**config.mk**
```make
export PLATFORM = sky130hd
export DESIGN_NAME = vram_bridge
export DESIGN_NICKNAME = d
export VERILOG_FILES = /design/src/rtl/vram_bridge.sv
export SDC_FILE = /design/constraint.sdc
export NUM_CORES = 1
export LEC_CHECK = 0
export CORE_UTILIZATION = 35
export CTS_BUF_LIST = sky130_fd_sc_hd__clkbuf_4 sky130_fd_sc_hd__clkbuf_8
export DETAILED_ROUTE_END_ITERATION = 16
export PLACE_DENSITY = 0.65
export RECOVER_POWER = 25
export SYNTH_ARGS = -nofsm -noshare
export SYNTH_HDL_FRONTEND = slang
export SYNTH_SLANG_ARGS = --single-unit
```
**constraint.sdc**
```tcl
create_clock -name clock -period 4.6 [get_ports clock]
set_input_delay 0.69 -clock clock [delete_from_list [all_inputs] [get_ports clock]]
set_output_delay 0.69 -clock clock [all_outputs]
set_load 0.005 [all_outputs]
```
**src/rtl/vram_bridge.sv**
```systemverilog
// vram_bridge: CPU byte-bus front end for the two video RAM banks.
// Writes are posted into a small FIFO and drained one per cycle; reads wait
// for the FIFO to empty, then do a fixed two-cycle RAM access and return the
// byte with a one-cycle cpu_valid pulse.
module vram_bridge #(
  parameter int          DEPTH  = 4,
  parameter logic [19:0] BASE_A = 20'hB8000,
  parameter logic [19:0] BASE_B = 20'hA0000
) (
  input  logic        clock,
  input  logic        reset,
  input  logic        cpu_req,
  input  logic        cpu_we,
  input  logic [19:0] cpu_a,
  input  logic [7:0]  cpu_o,
  output logic        cpu_rdy,
  output logic [7:0]  cpu_i,
  output logic        cpu_valid,
  output logic [12:0] vm_a,
  output logic [7:0]  vm_d,
  output logic        vm_wa,
  output logic        vm_wb,
  input  logic [7:0]  vm_qa,
  input  logic [7:0]  vm_qb
);

  localparam int PW = (DEPTH > 1) ? $clog2(DEPTH) : 1;
  localparam logic [PW-1:0] PTR_ONE  = PW'(1);
  localparam logic [PW:0]   CNT_ONE  = (PW+1)'(1);
  localparam logic [PW:0]   CNT_FULL = (PW+1)'(DEPTH);

  typedef enum logic [1:0] {IDLE, DRAIN, RD_ADDR, RD_DATA} state_t;

  typedef struct packed {
    logic        bank_b;
    logic [12:0] off;
    logic [7:0]  data;
  } wr_ent_t;

  // state
  state_t        state_q, state_d;
  wr_ent_t       mem_q [DEPTH];
  wr_ent_t       mem_d [DEPTH];
  logic [PW-1:0] wr_ptr_q, wr_ptr_d;
  logic [PW-1:0] rd_ptr_q, rd_ptr_d;
  logic [PW:0]   count_q, count_d;
  logic [12:0]   rd_off_q, rd_off_d;
  logic          rd_hit_a_q, rd_hit_a_d;
  logic          rd_hit_b_q, rd_hit_b_d;
  logic [7:0]    cpu_i_q, cpu_i_d;
  logic          cpu_valid_q, cpu_valid_d;

  // combinational helpers
  logic          hit_a, hit_b, accept, push, pop, empty, full;
  logic [20:0]   a_x;
  wr_ent_t       head;

  // Address decode: 21-bit compares so a window near the top of the map cannot wrap.
  always_comb begin
    a_x   = {1'b0, cpu_a};
    hit_a = (a_x >= {1'b0, BASE_A}) && (a_x < ({1'b0, BASE_A} + 21'h2000));
    hit_b = (a_x >= {1'b0, BASE_B}) && (a_x < ({1'b0, BASE_B} + 21'h2000));
  end

  // Handshake, write FIFO push/pop and the RAM write port.
  always_comb begin
    mem_d    = mem_q;
    wr_ptr_d = wr_ptr_q;
    rd_ptr_d = rd_ptr_q;
    count_d  = count_q;
    vm_a     = '0;
    vm_d     = '0;
    vm_wa    = 1'b0;
    vm_wb    = 1'b0;

    empty   = (count_q == '0);
    full    = (count_q == CNT_FULL);
    cpu_rdy = (state_q == IDLE) && !full;
    accept  = cpu_req && cpu_rdy;
    // Unmapped writes are acknowledged but never enter the FIFO.
    push    = accept && cpu_we && (hit_a || hit_b);
    // The RAM address port belongs to the read during RD_ADDR/RD_DATA.
    pop     = !empty && (state_q != RD_ADDR) && (state_q != RD_DATA);
    head    = mem_q[rd_ptr_q];

    if (push) begin
      mem_d[wr_ptr_q] = '{bank_b: !hit_a, off: cpu_a[12:0], data: cpu_o};
      wr_ptr_d        = wr_ptr_q + PTR_ONE;
    end

    if (pop) begin
      rd_ptr_d = rd_ptr_q + PTR_ONE;
      vm_a     = head.off;
      vm_d     = head.data;
      vm_wa    = !head.bank_b;
      vm_wb    = head.bank_b;
    end else if (state_q == RD_ADDR) begin
      vm_a = rd_off_q;
    end

    if (push && !pop)      count_d = count_q + CNT_ONE;
    else if (!push && pop) count_d = count_q - CNT_ONE;
  end

  // Read sequencing: wait for posted writes to drain, then address and capture.
  always_comb begin
    state_d     = state_q;
    rd_off_d    = rd_off_q;
    rd_hit_a_d  = rd_hit_a_q;
    rd_hit_b_d  = rd_hit_b_q;
    cpu_i_d     = cpu_i_q;
    cpu_valid_d = 1'b0;

    case (state_q)
      IDLE: begin
        if (accept && !cpu_we) begin
          rd_off_d   = cpu_a[12:0];
          rd_hit_a_d = hit_a;
          rd_hit_b_d = hit_b && !hit_a;
          // A lone entry is popped this very cycle, so the read may go straight out.
          state_d    = (count_q <= CNT_ONE) ? RD_ADDR : DRAIN;
        end
      end
      DRAIN: begin
        if (count_q == CNT_ONE) state_d = RD_ADDR;
      end
      RD_ADDR: state_d = RD_DATA;
      RD_DATA: begin
        cpu_i_d     = rd_hit_a_q ? vm_qa : (rd_hit_b_q ? vm_qb : 8'hFF);
        cpu_valid_d = 1'b1;
        state_d     = IDLE;
      end
      default: state_d = IDLE;
    endcase
  end

  // State registers; reset drops queued writes and any read in flight.
  always_ff @(posedge clock) begin
    if (reset) begin
      state_q     <= IDLE;
      for (int i = 0; i < DEPTH; i++) mem_q[i] <= '0;
      wr_ptr_q    <= '0;
      rd_ptr_q    <= '0;
      count_q     <= '0;
      rd_off_q    <= '0;
      rd_hit_a_q  <= 1'b0;
      rd_hit_b_q  <= 1'b0;
      cpu_i_q     <= 8'hFF;
      cpu_valid_q <= 1'b0;
    end else begin
      state_q     <= state_d;
      mem_q       <= mem_d;
      wr_ptr_q    <= wr_ptr_d;
      rd_ptr_q    <= rd_ptr_d;
      count_q     <= count_d;
      rd_off_q    <= rd_off_d;
      rd_hit_a_q  <= rd_hit_a_d;
      rd_hit_b_q  <= rd_hit_b_d;
      cpu_i_q     <= cpu_i_d;
      cpu_valid_q <= cpu_valid_d;
    end
  end

  assign cpu_i     = cpu_i_q;
  assign cpu_valid = cpu_valid_q;

endmodule
```
# Word-level counts from Yosys, hierarchy flattened
# Cells that the tools add are included.
# classes
n_shift,0
n_lt_le_gt_ge,8
addsub,4
reduce_logical,26
muxes,20
n_eq_ne,9
n_bitwise,2
div_mod_pow,0
multipliers,0
# op_table
op,count
$bwmux W88,1
$mux W22,3
$bmux W22 S2,1
$demux W22 S2,1
$ge A20 B20 Y1 const B,2
$lt A20 B20 Y1 const B,2
$mux W13,2
$mux W8,3
$logic_and A1 B1 Y1,13
$pmux W2 S4,1
$logic_not A1 Y1,7
$ge A3 B3 Y1 const B,2
$mux W2,3
$mux W3,2
$ne A2 B2 Y1 const B,3
$not A2 Y3,2
$add A2 B1 Y2 const B,2
$eq A2 B2 Y1 const B,2
$reduce_and A2 Y1,2
$add A3 B1 Y3 const B,1
$eq A3 B1 Y1 const B,1
$eq A3 B3 Y1 const B,1
$le A3 B1 Y1 const B,1
$logic_not A3 Y1,1
other kinds (8),10
# word_totals
latchBits,0
memories,0
inputBits,48
rom_bits,0
mem_bits_rw,0
reg_bits,121
wordCells,90

# Longest topological paths before layout
# Gate-level depths: netlist of run 1.
# depth
word_depth,10
ltp_mapped,10
ltp_nobuf,10

# Worst setup path before layout of run 1
# OpenSTA, ideal clock, no wires.
# synth_timing
path_type,flip-flop to output port
startpoint,register rd_ptr_q[0]
endpoint,output port vm_a[10]
slack_ns,2.265
arrival_ns,1.645
path_buffers,2
path_stages_with_launch,5
path_cell_list,dfxtp_1 -> clkbuf_1 -> buf_2 -> mux4_2 -> a22o_1
# synth_between
elab_chain_len,5
# synth_rtl
item,line_no,source
"start, declared",45,"logic [PW-1:0] rd_ptr_q, rd_ptr_d;"
"start signal, assigned",154,rd_ptr_q <= rd_ptr_d;
$not A2 Y3 (implied by the code),84,head = mem_q[rd_ptr_q];
$bmux W22 S2,84,
$mux W22 (implied by the code) (2 in series),84,
$mux W13,91,if (pop) begin
"end, declared",19,"output logic [12:0] vm_a,"
# No other way between the ends. The select of a mux whose other input is x is not followed.

# Worst setup path in the final report of run 1
# layout_timing
startpoint,register state_q[0]
endpoint,output port vm_a[0]
# layout_between
elab_chain_len,4
elab_cells_between_ends,7
cone_classes,eq/ne (3); mux (2); reduce/logical (2)
# layout_rtl
item,line_no,source
"start, declared",41,"state_t state_q, state_d;"
"start signal, assigned",151,state_q <= state_d;
$ne A2 B2 Y1,83,pop = !empty && (state_q != RD_ADDR) && (state_q != RD_DATA);
$logic_and A1 B1 Y1 (2 in series),83,
$mux W13 (*),91,
# Mark *: on every way between the ends. The rest lies on a longest branch, timed or not.

==> load_flow_metrics.sql, run 1 <==
INSERT INTO impl_metrics (metric_group, metric, value, unit) VALUES
('die', 'core-area', '16500', 'µm²'),
('global_routing', 'grtUsageMet1', '20.2', '%'),
('clock_tree', 'cts.root.buffer_cell', 'sky130_fd_sc_hd__clkbuf_8', ''),
('power_and_ir_drop', 'p_leak', '2.97', 'nW'),
('sta', 'final.setup_skew', '0.00727', 'ns'),
('yosys', 'syn_area', '5910', 'µm²'),
('status', 'failed_checks', 'capacitance limit, slew limit', ''),
('global_routing', 'globalRouteMet3Util', '3.69', '%'),
('global_routing', 'initial_antenna_violation_count', '0', ''),
('sta', 'fmax', '255', 'MHz'),
('sta', 'grt_setup_unrepaired', 'no', ''),
('critical_path', 'startpoint_type', 'flop', ''),
('layout', 'multi_input_area', '3180', 'µm²'),
('drt', 'drtPass1Iterations', '5', ''),
('sta', 'max_slew_headroom', '-45.7', '%'),
('sta', 'setup_slack', '0.683', 'ns'),
('yosys', 'ys_top_cells_by_count', 'sky130_fd_sc_hd__dfxtp_1, sky130_fd_sc_hd__nand2b_1, sky130_fd_sc_hd__mux2i_1', ''),
('clock_tree', 'worstSkewPairLatency', '0.42', 'ns'),
('sta', 'final_period_utilization', '85.1', '%'),
('yosys', 'synth_seq_area_share', '41.0', '%'),
('placed_design', 'pre_cts_slack', '1.09', 'ns'),
('global_routing', 'vias_in_the_first_global_route', '4273', ''),
('die', 'chipHeight', '132', 'µm'),
('drt', 'routedWlPerCell', '15.8', 'µm'),
('drt', 'remaining_drc_errors', '0', ''),
('min_path', 'min-delay-path-class', 'flop to flop', ''),
('sta', 'final-max-slew-violation-count', '146', ''),
('die', 'initial_core_util', '35.8', '%'),
('layout', 'layout.filler_cells', '1558', ''),
('placed_design', 'port_buffers', '80', ''),
('critical_path', 'critPathCaptureType', 'output port', ''),
('layout', 'antenna_cells_inserted', '0', ''),
('layout', 'layout_nets', '667', ''),
('yosys', 'async_flop_share', '0', '%'),
('layout', 'post_route_cells_drive_above_1_share', '11.2', '%'),
('layout', 'finalInstanceArea', '7100', 'µm²'),
('clock_tree', 'number_of_buffers_inserted_during_clock_tree_synthesis', '17', ''),
('drt', 'drt_wl_total', '13200', 'µm'),
('drt', 'viasPerCell', '4.89', ''),
('sta', 'final.setup.tns', '0', 'ns'),
('global_routing', 'global_route.overflow_total', '0', ''),
('layout', 'syn_to_final_growth', '20.1', '%'),
('yosys', 'synth_most_common_cell', 'sky130_fd_sc_hd__dfxtp_1', ''),
('critical_path', 'worst-setup-path-type', 'flop to output port', ''),
('job', 'cap_violations', '1', ''),
('clock_tree', 'worst_path_clk_slew', '0.06', 'ns'),
('yosys', 'synth_top_flop_cell', 'sky130_fd_sc_hd__dfxtp_1', ''),
('power_and_ir_drop', 'irDropWorstVdd', '0.176', 'mV'),
('yosys', 'syn_avg_cell_area', '11.0', 'µm²'),
('critical_path', 'cp_data_arrival_time', '3.23', 'ns'),
('global_routing', 'met2_usage', '27.1', '%'),
('power_and_ir_drop', 'total_power', '2.63', 'mW'),
('sta', 'report.final.setup_viol', '0', ''),
('yosys', 'netlist-cell-type-count', '39', ''),
('yosys', 'yosysWarningCount', '0', ''),
('drt', 'detailroute.via_count', '4090', ''),
('sta', 'final_hold_viols', '0', ''),
('yosys', 'net_count_after_synthesis', '601', ''),
('yosys', 'synth_enable_flop_cells', '0', ''),
('global_routing', 'grt_usage', '16.1', '%'),
('die', 'die_width', '132', 'µm'),
('clock_tree', 'cts.repair.resized', '0', ''),
('clock_tree', 'clock_sinks', '121', ''),
('yosys', 'synth_area_leader_cell', 'sky130_fd_sc_hd__dfxtp_1', ''),
('clock_tree', 'cts_tree', 'done', ''),
('clock_tree', 'cts_hold_buffers', '0', ''),
('die', 'design.die.area', '17400', 'µm²'),
('status', 'result_of_the_run', 'finished with violations', ''),
('clock_tree', 'h-tree-depth', '4', ''),
('die', 'io-pin-count', '81', ''),
('drt', 'first_iter_violations', '197', '');
cell type report:
class,count,share of cell area [%]
inverters,13,0.687
clock buffers,25,4.41
clock inverters,4,0.282
well taps,220,3.88
flip-flops and latches,121,34.1
repair buffers,86,11.8
multi-input cells,367,44.8
registers in the layout, summed over array words and instances, names as in the netlist, 2 cells and up:
register,flops
mem_q,88
rd_off_q,13
cpu_i,8
count_q,3
rd_ptr_q,2
state_q,2
wr_ptr_q,2
where the power goes:
| group | switching [mW] | internal (mW) | total (mW) |
|---|---|---|---|
| Sequential | 0.0813 | 1.09 | 1.17 |
| Clock | 0.386 | 0.433 | 0.819 |
| Combinational | 0.333 | 0.308 | 0.640 |
| Total | 0.800 | 1.83 | 2.63 |
placed cells by master (no fill, tap or decap), drive strengths merged, types with 2 or more instances in the layout:
| cell type | Yosys | layout |
|---|---|---|
| dfxtp | 121 | 121 |
| nand2b | 117 | 117 |
| mux2i | 102 | 102 |
| clkdlybuf4s50 | 0 | 70 |
| clkbuf | 25 | 26 |
| nor2 | 23 | 23 |
| mux4 | 22 | 22 |
| a22o | 13 | 13 |
| ha | 13 | 13 |
| inv | 12 | 12 |
| nand3b | 9 | 9 |
| and2 | 9 | 9 |
| dlygate4sd3 | 0 | 9 |
| o221ai | 8 | 8 |
| or3 | 8 | 8 |
| a21oi | 7 | 7 |
| buf | 14 | 6 |
| nand3 | 6 | 6 |
| nand2 | 5 | 5 |
| clkinv | 1 | 5 |
| o21ai | 4 | 4 |
| xor2 | 3 | 3 |
| and2b | 2 | 2 |
| o21bai | 2 | 2 |
| a31oi | 2 | 2 |
| or4 | 2 | 2 |
| a21boi | 2 | 2 |
routing by layer:
layer,routed length [µm],vias up
li1,-,2004
met1,6050,1984
met2,6430,94
met3,604,8
met4,140,0
met5,0,-
metrics by stage:
| step | util, % | hold slack (ns) | std cells |
|---|---|---|---|
| after global routing | 43.0 | 0.485 | 836 |
| final | 43.0 | 0.458 | 836 |
| after global placement | 41.0 | 0.449 | 807 |
| after floorplan | - | 0.432 | 540 |
| after detailed placement | 41.0 | 0.453 | 807 |
| after CTS | 43.0 | 0.462 | 836 |
critical path, stage by stage, from the launching register on:
cell	delay (ns)
sky130_fd_sc_hd__dfxtp_1	0.36
sky130_fd_sc_hd__inv_1	0.09
sky130_fd_sc_hd__ha_1	0.49
sky130_fd_sc_hd__a211oi_4	0.88
sky130_fd_sc_hd__buf_4	0.30
sky130_fd_sc_hd__a22o_1	0.14
sky130_fd_sc_hd__clkdlybuf4s50_1	0.53
kinds of logic (layout without fill, tap and decap cells):
family / after synthesis / count (layout) / share of synthesized area, %
and+or+nand+nor: 184 / 184 / 18.9
muxes: 125 / 125 / 25.8
DFF: 121 / 121 / 41.0
buffers and inverters: 52 / 128 / 5.52
AOI/OAI and AO/OA: 41 / 41 / 5.44
adders and majority gates: 13 / 13 / 2.75
xor gates and xnor gates: 4 / 4 / 0.592
final timing paths:
| path | startpoint | endpoint | slack, ns | cells after the start |
|---|---|---|---|---|
| hold / removal | rd_hit_b_q | rd_hit_b_q | 0.46 | 2 |
| hold reg to reg | rd_hit_b_q | rd_hit_b_q | 0.46 | 2 |
| setup reg to reg | state_q[0] | count_q[2] | 1.53 | 7 |
| setup / recovery | state_q[0] | vm_a[0] | 0.68 | 6 |
No activity file was read; power rests on OpenSTA's default activity.
==> inputs of run 2 (changes only) <==
--- a/config.mk
+++ b/config.mk
@@ -5,10 +5,10 @@
 export SDC_FILE = /design/constraint.sdc
 export NUM_CORES = 1
 export LEC_CHECK = 0
-export CORE_UTILIZATION = 35
+export CORE_UTILIZATION = 61
 export CTS_BUF_LIST = sky130_fd_sc_hd__clkbuf_4 sky130_fd_sc_hd__clkbuf_8
 export DETAILED_ROUTE_END_ITERATION = 16
-export PLACE_DENSITY = 0.65
+export PLACE_DENSITY = 0.95
 export RECOVER_POWER = 25
 export SYNTH_ARGS = -nofsm -noshare
 export SYNTH_HDL_FRONTEND = slang
==> run 2 against run 1 <==
Effect of this change:
- routed wire length grew 4.0%
- the flow still finishes with violations (capacitance limit, slew limit)
- via count rose by 5.3%
- register-to-register slack worse by 0.35 ns
- setup slack got worse by 0.10 ns
- worst hold slack better by 0.017 ns
==> load_flow_metrics.sql, run 2 (same netlist as run 1, synthesis figures left out) <==
INSERT INTO impl_metrics (metric_group, metric, value, unit) VALUES
('status', 'result_of_the_run', 'finished with violations', ''),
('status', 'failed_checks', 'capacitance limit, slew limit', ''),
('layout', 'layout.cells.most_common', 'sky130_fd_sc_hd__dfxtp_1', ''),
('clock_tree', 'number_of_buffers_inserted_during_clock_tree_synthesis', '17', ''),
('power_and_ir_drop', 'irDropWorstVdd', '0.219', 'mV'),
('sta', 'grt_setup_unrepaired', 'no', ''),
('layout', 'largest_register_ff_count', '88', ''),
('sta', 'final.setup.tns', '0', 'ns'),
('min_path', 'hold_start', 'mem_q[42]', ''),
('die', 'chipHeight', '100', 'µm'),
('layout', 'antenna_cells_inserted', '0', ''),
('die', 'rows', '35', ''),
('layout', 'layout.core_utilization', '75.7', '%'),
('critical_path', 'critPathCaptureType', 'output port', ''),
('power_and_ir_drop', 'p_leak', '2.99', 'nW'),
('clock_tree', 'max_buffers_root_to_sink', '2', ''),
('job', 'cap_violations', '2', ''),
('placed_design', 'dp_hpwl', '8310', 'µm'),
('layout', 'post_route_cells_drive_above_1_share', '11.0', '%'),
('sta', 'report.final.setup_viol', '0', ''),
('clock_tree', 'worstSkewPairLatency', '0.43', 'ns'),
('power_and_ir_drop', 'pwr-share-clk', '35.9', '%'),
('layout', 'regMostFlops', 'mem_q', ''),
('placed_design', 'port_buffers', '80', ''),
('power_and_ir_drop', 'pwr-share-comb', '21.9', '%'),
('clock_tree', 'cts_tree', 'done', ''),
('drt', 'first_iter_violations', '169', ''),
('global_routing', 'grt_start_max_net_pins', '67', ''),
('global_routing', 'vias_in_the_first_global_route', '4621', ''),
('clock_tree', 'cts_setup_buffers', '0', ''),
('critical_path', 'cp.required', '3.91', 'ns'),
('power_and_ir_drop', 'p_switching', '0.890', 'mW'),
('critical_path', 'cp_data_arrival_time', '3.33', 'ns'),
('layout', 'layout_nets', '668', ''),
('global_routing', 'initial_antenna_violation_count', '0', ''),
('drt', 'drt_wl_total', '13700', 'µm'),
('sta', 'max_slew_headroom', '-42.3', '%'),
('die', 'die_width', '100', 'µm'),
('power_and_ir_drop', 'p_int', '1.93', 'mW'),
('drt', 'routedWlPerCell', '18.3', 'µm'),
('sta', 'final.setup_skew', '0.0103', 'ns'),
('critical_path', 'worst-setup-path-type', 'flop to output port', ''),
('drt', 'remaining_drc_errors', '0', ''),
('die', 'io-pin-count', '81', ''),
('placed_design', 'finalWeightedCongestion', '0.742', ''),
('global_routing', 'global_route.overflow_total', '0', ''),
('die', 'design.die.area', '10100', 'µm²'),
('drt', 'detailroute.via_count', '4305', ''),
('die', 'initial_core_util', '63.4', '%'),
('clock_tree', 'cts.root.buffer_cell', 'sky130_fd_sc_hd__clkbuf_8', ''),
('layout', 'syn_to_final_growth', '19.3', '%'),
('sta', 'timing.final.crit_period', '4.02', 'ns'),
('power_and_ir_drop', 'power.share.switching', '31.6', '%'),
('critical_path', 'regToRegStartpoint', 'count_q[0]', ''),
('layout', 'layout_common_cells', 'sky130_fd_sc_hd__dfxtp_1, sky130_fd_sc_hd__nand2b_1, sky130_fd_sc_hd__mux2i_1', ''),
('power_and_ir_drop', 'power.sequential.fraction', '42.2', '%'),
('sta', 'final_hold_viols', '0', ''),
('sta', 'worst_slew_pin_slew', '2.13', 'ns'),
('global_routing', 'grt_pass1_wl', '22200', 'µm'),
('global_routing', 'grt_usage', '28.7', '%'),
('die', 'core-area', '9330', 'µm²'),
('sta', 'final_period_utilization', '87.4', '%'),
('min_path', 'worstHoldPathCells', '2', ''),
('critical_path', 'startpoint', 'state_q[0]', ''),
('clock_tree', 'clock_sinks', '121', ''),
('critical_path', 'critPathMaxFanout', '24', ''),
('critical_path', 'ff2ff_path_depth', '6', ''),
('sta', 'final-max-slew-violation-count', '67', ''),
('min_path', 'min-delay-path-class', 'flop to flop', ''),
('clock_tree', 'cts.repair.resized', '0', ''),
('drt', 'viasPerCell', '5.75', ''),
('critical_path', 'startpoint_type', 'flop', ''),
('drt', 'antenna_left', '0', ''),
('clock_tree', 'cts_hold_buffers', '0', ''),
('drt', 'drtPass1Iterations', '5', ''),
('sta', 'fmax', '249', 'MHz'),
('power_and_ir_drop', 'cellPowerDensity', '400', 'nW/µm²'),
('clock_tree', 'worst_path_clk_slew', '0.08', 'ns'),
('clock_tree', 'h-tree-depth', '4', '');
## run 2: cell types whose count changed in the layout (fill, tap and decap cells not counted), moves of 2 or more
cell and delta:
sky130_fd_sc_hd__bufinv_16 +3, sky130_fd_sc_hd__clkinv_4 +4, sky130_fd_sc_hd__inv_6 +6, sky130_fd_sc_hd__clkbuf_8 -3
sky130_fd_sc_hd__clkinv_2 -2, sky130_fd_sc_hd__clkbuf_4 -5, sky130_fd_sc_hd__clkbuf_1 +3
## run 2: metrics by stage
step	hold slack, ns	setup WS (ns)	power, mW	area [µm²]	instances
floorplan	0.432	2.26	1.59	5910	540
global placement	0.444	1.25	1.78	6660	717
detailed placement	0.466	1.13	1.82	6660	717
CTS	0.476	0.613	2.84	7080	749
global route	0.493	0.426	2.93	7060	749
finish	0.475	0.579	2.82	7060	749
## run 2: final timing paths
path,end,slack (ns)
max,vm_wa,0.58
min,mem_q[42],0.47
max reg2reg,rd_hit_b_q,1.18
min reg2reg,mem_q[42],0.47
## run 2: worst max-delay path, stage by stage (launching register included)
cell	delay, ns
sky130_fd_sc_hd__dfxtp_1	0.40
sky130_fd_sc_hd__inv_1	0.10
sky130_fd_sc_hd__ha_1	0.47
sky130_fd_sc_hd__a211oi_4	1.04
sky130_fd_sc_hd__inv_1	0.22
sky130_fd_sc_hd__nor2_1	0.16
sky130_fd_sc_hd__clkdlybuf4s50_1	0.51
## run 2: cell type report
cell class	instances	area, µm²
Multi-Input combinational cell	367	3160
Fill cell	571	2270
Inverter	13	48.8
Clock buffer	17	234
Clock inverter	15	188
Sequential cell	121	2420
Timing Repair Buffer	87	840
Tap cell	129	161
## run 2: power by group through the flow
| stage | Sequential, mW | Clock [mW] | Combinational, mW |
|---|---|---|---|
| final | 1.19 | 1.01 | 0.619 |
| after CTS | 1.19 | 1.01 | 0.630 |
| after floorplan | 1.14 | 0 | 0.454 |
| after global routing | 1.20 | 1.06 | 0.662 |
| after detailed placement | 1.21 | 0 | 0.606 |
| after global placement | 1.21 | 0 | 0.575 |
## run 2: routing by layer
metal / routed length (µm) / vias up / global-route usage, %
met4: 280 / 0 / 14.9
met5: 0 / - / 0
met3: 740 / 27 / 6.45
met2: 7120 / 139 / 50.7
met1: 5600 / 2119 / 32.5
li1: - / 2020 / -
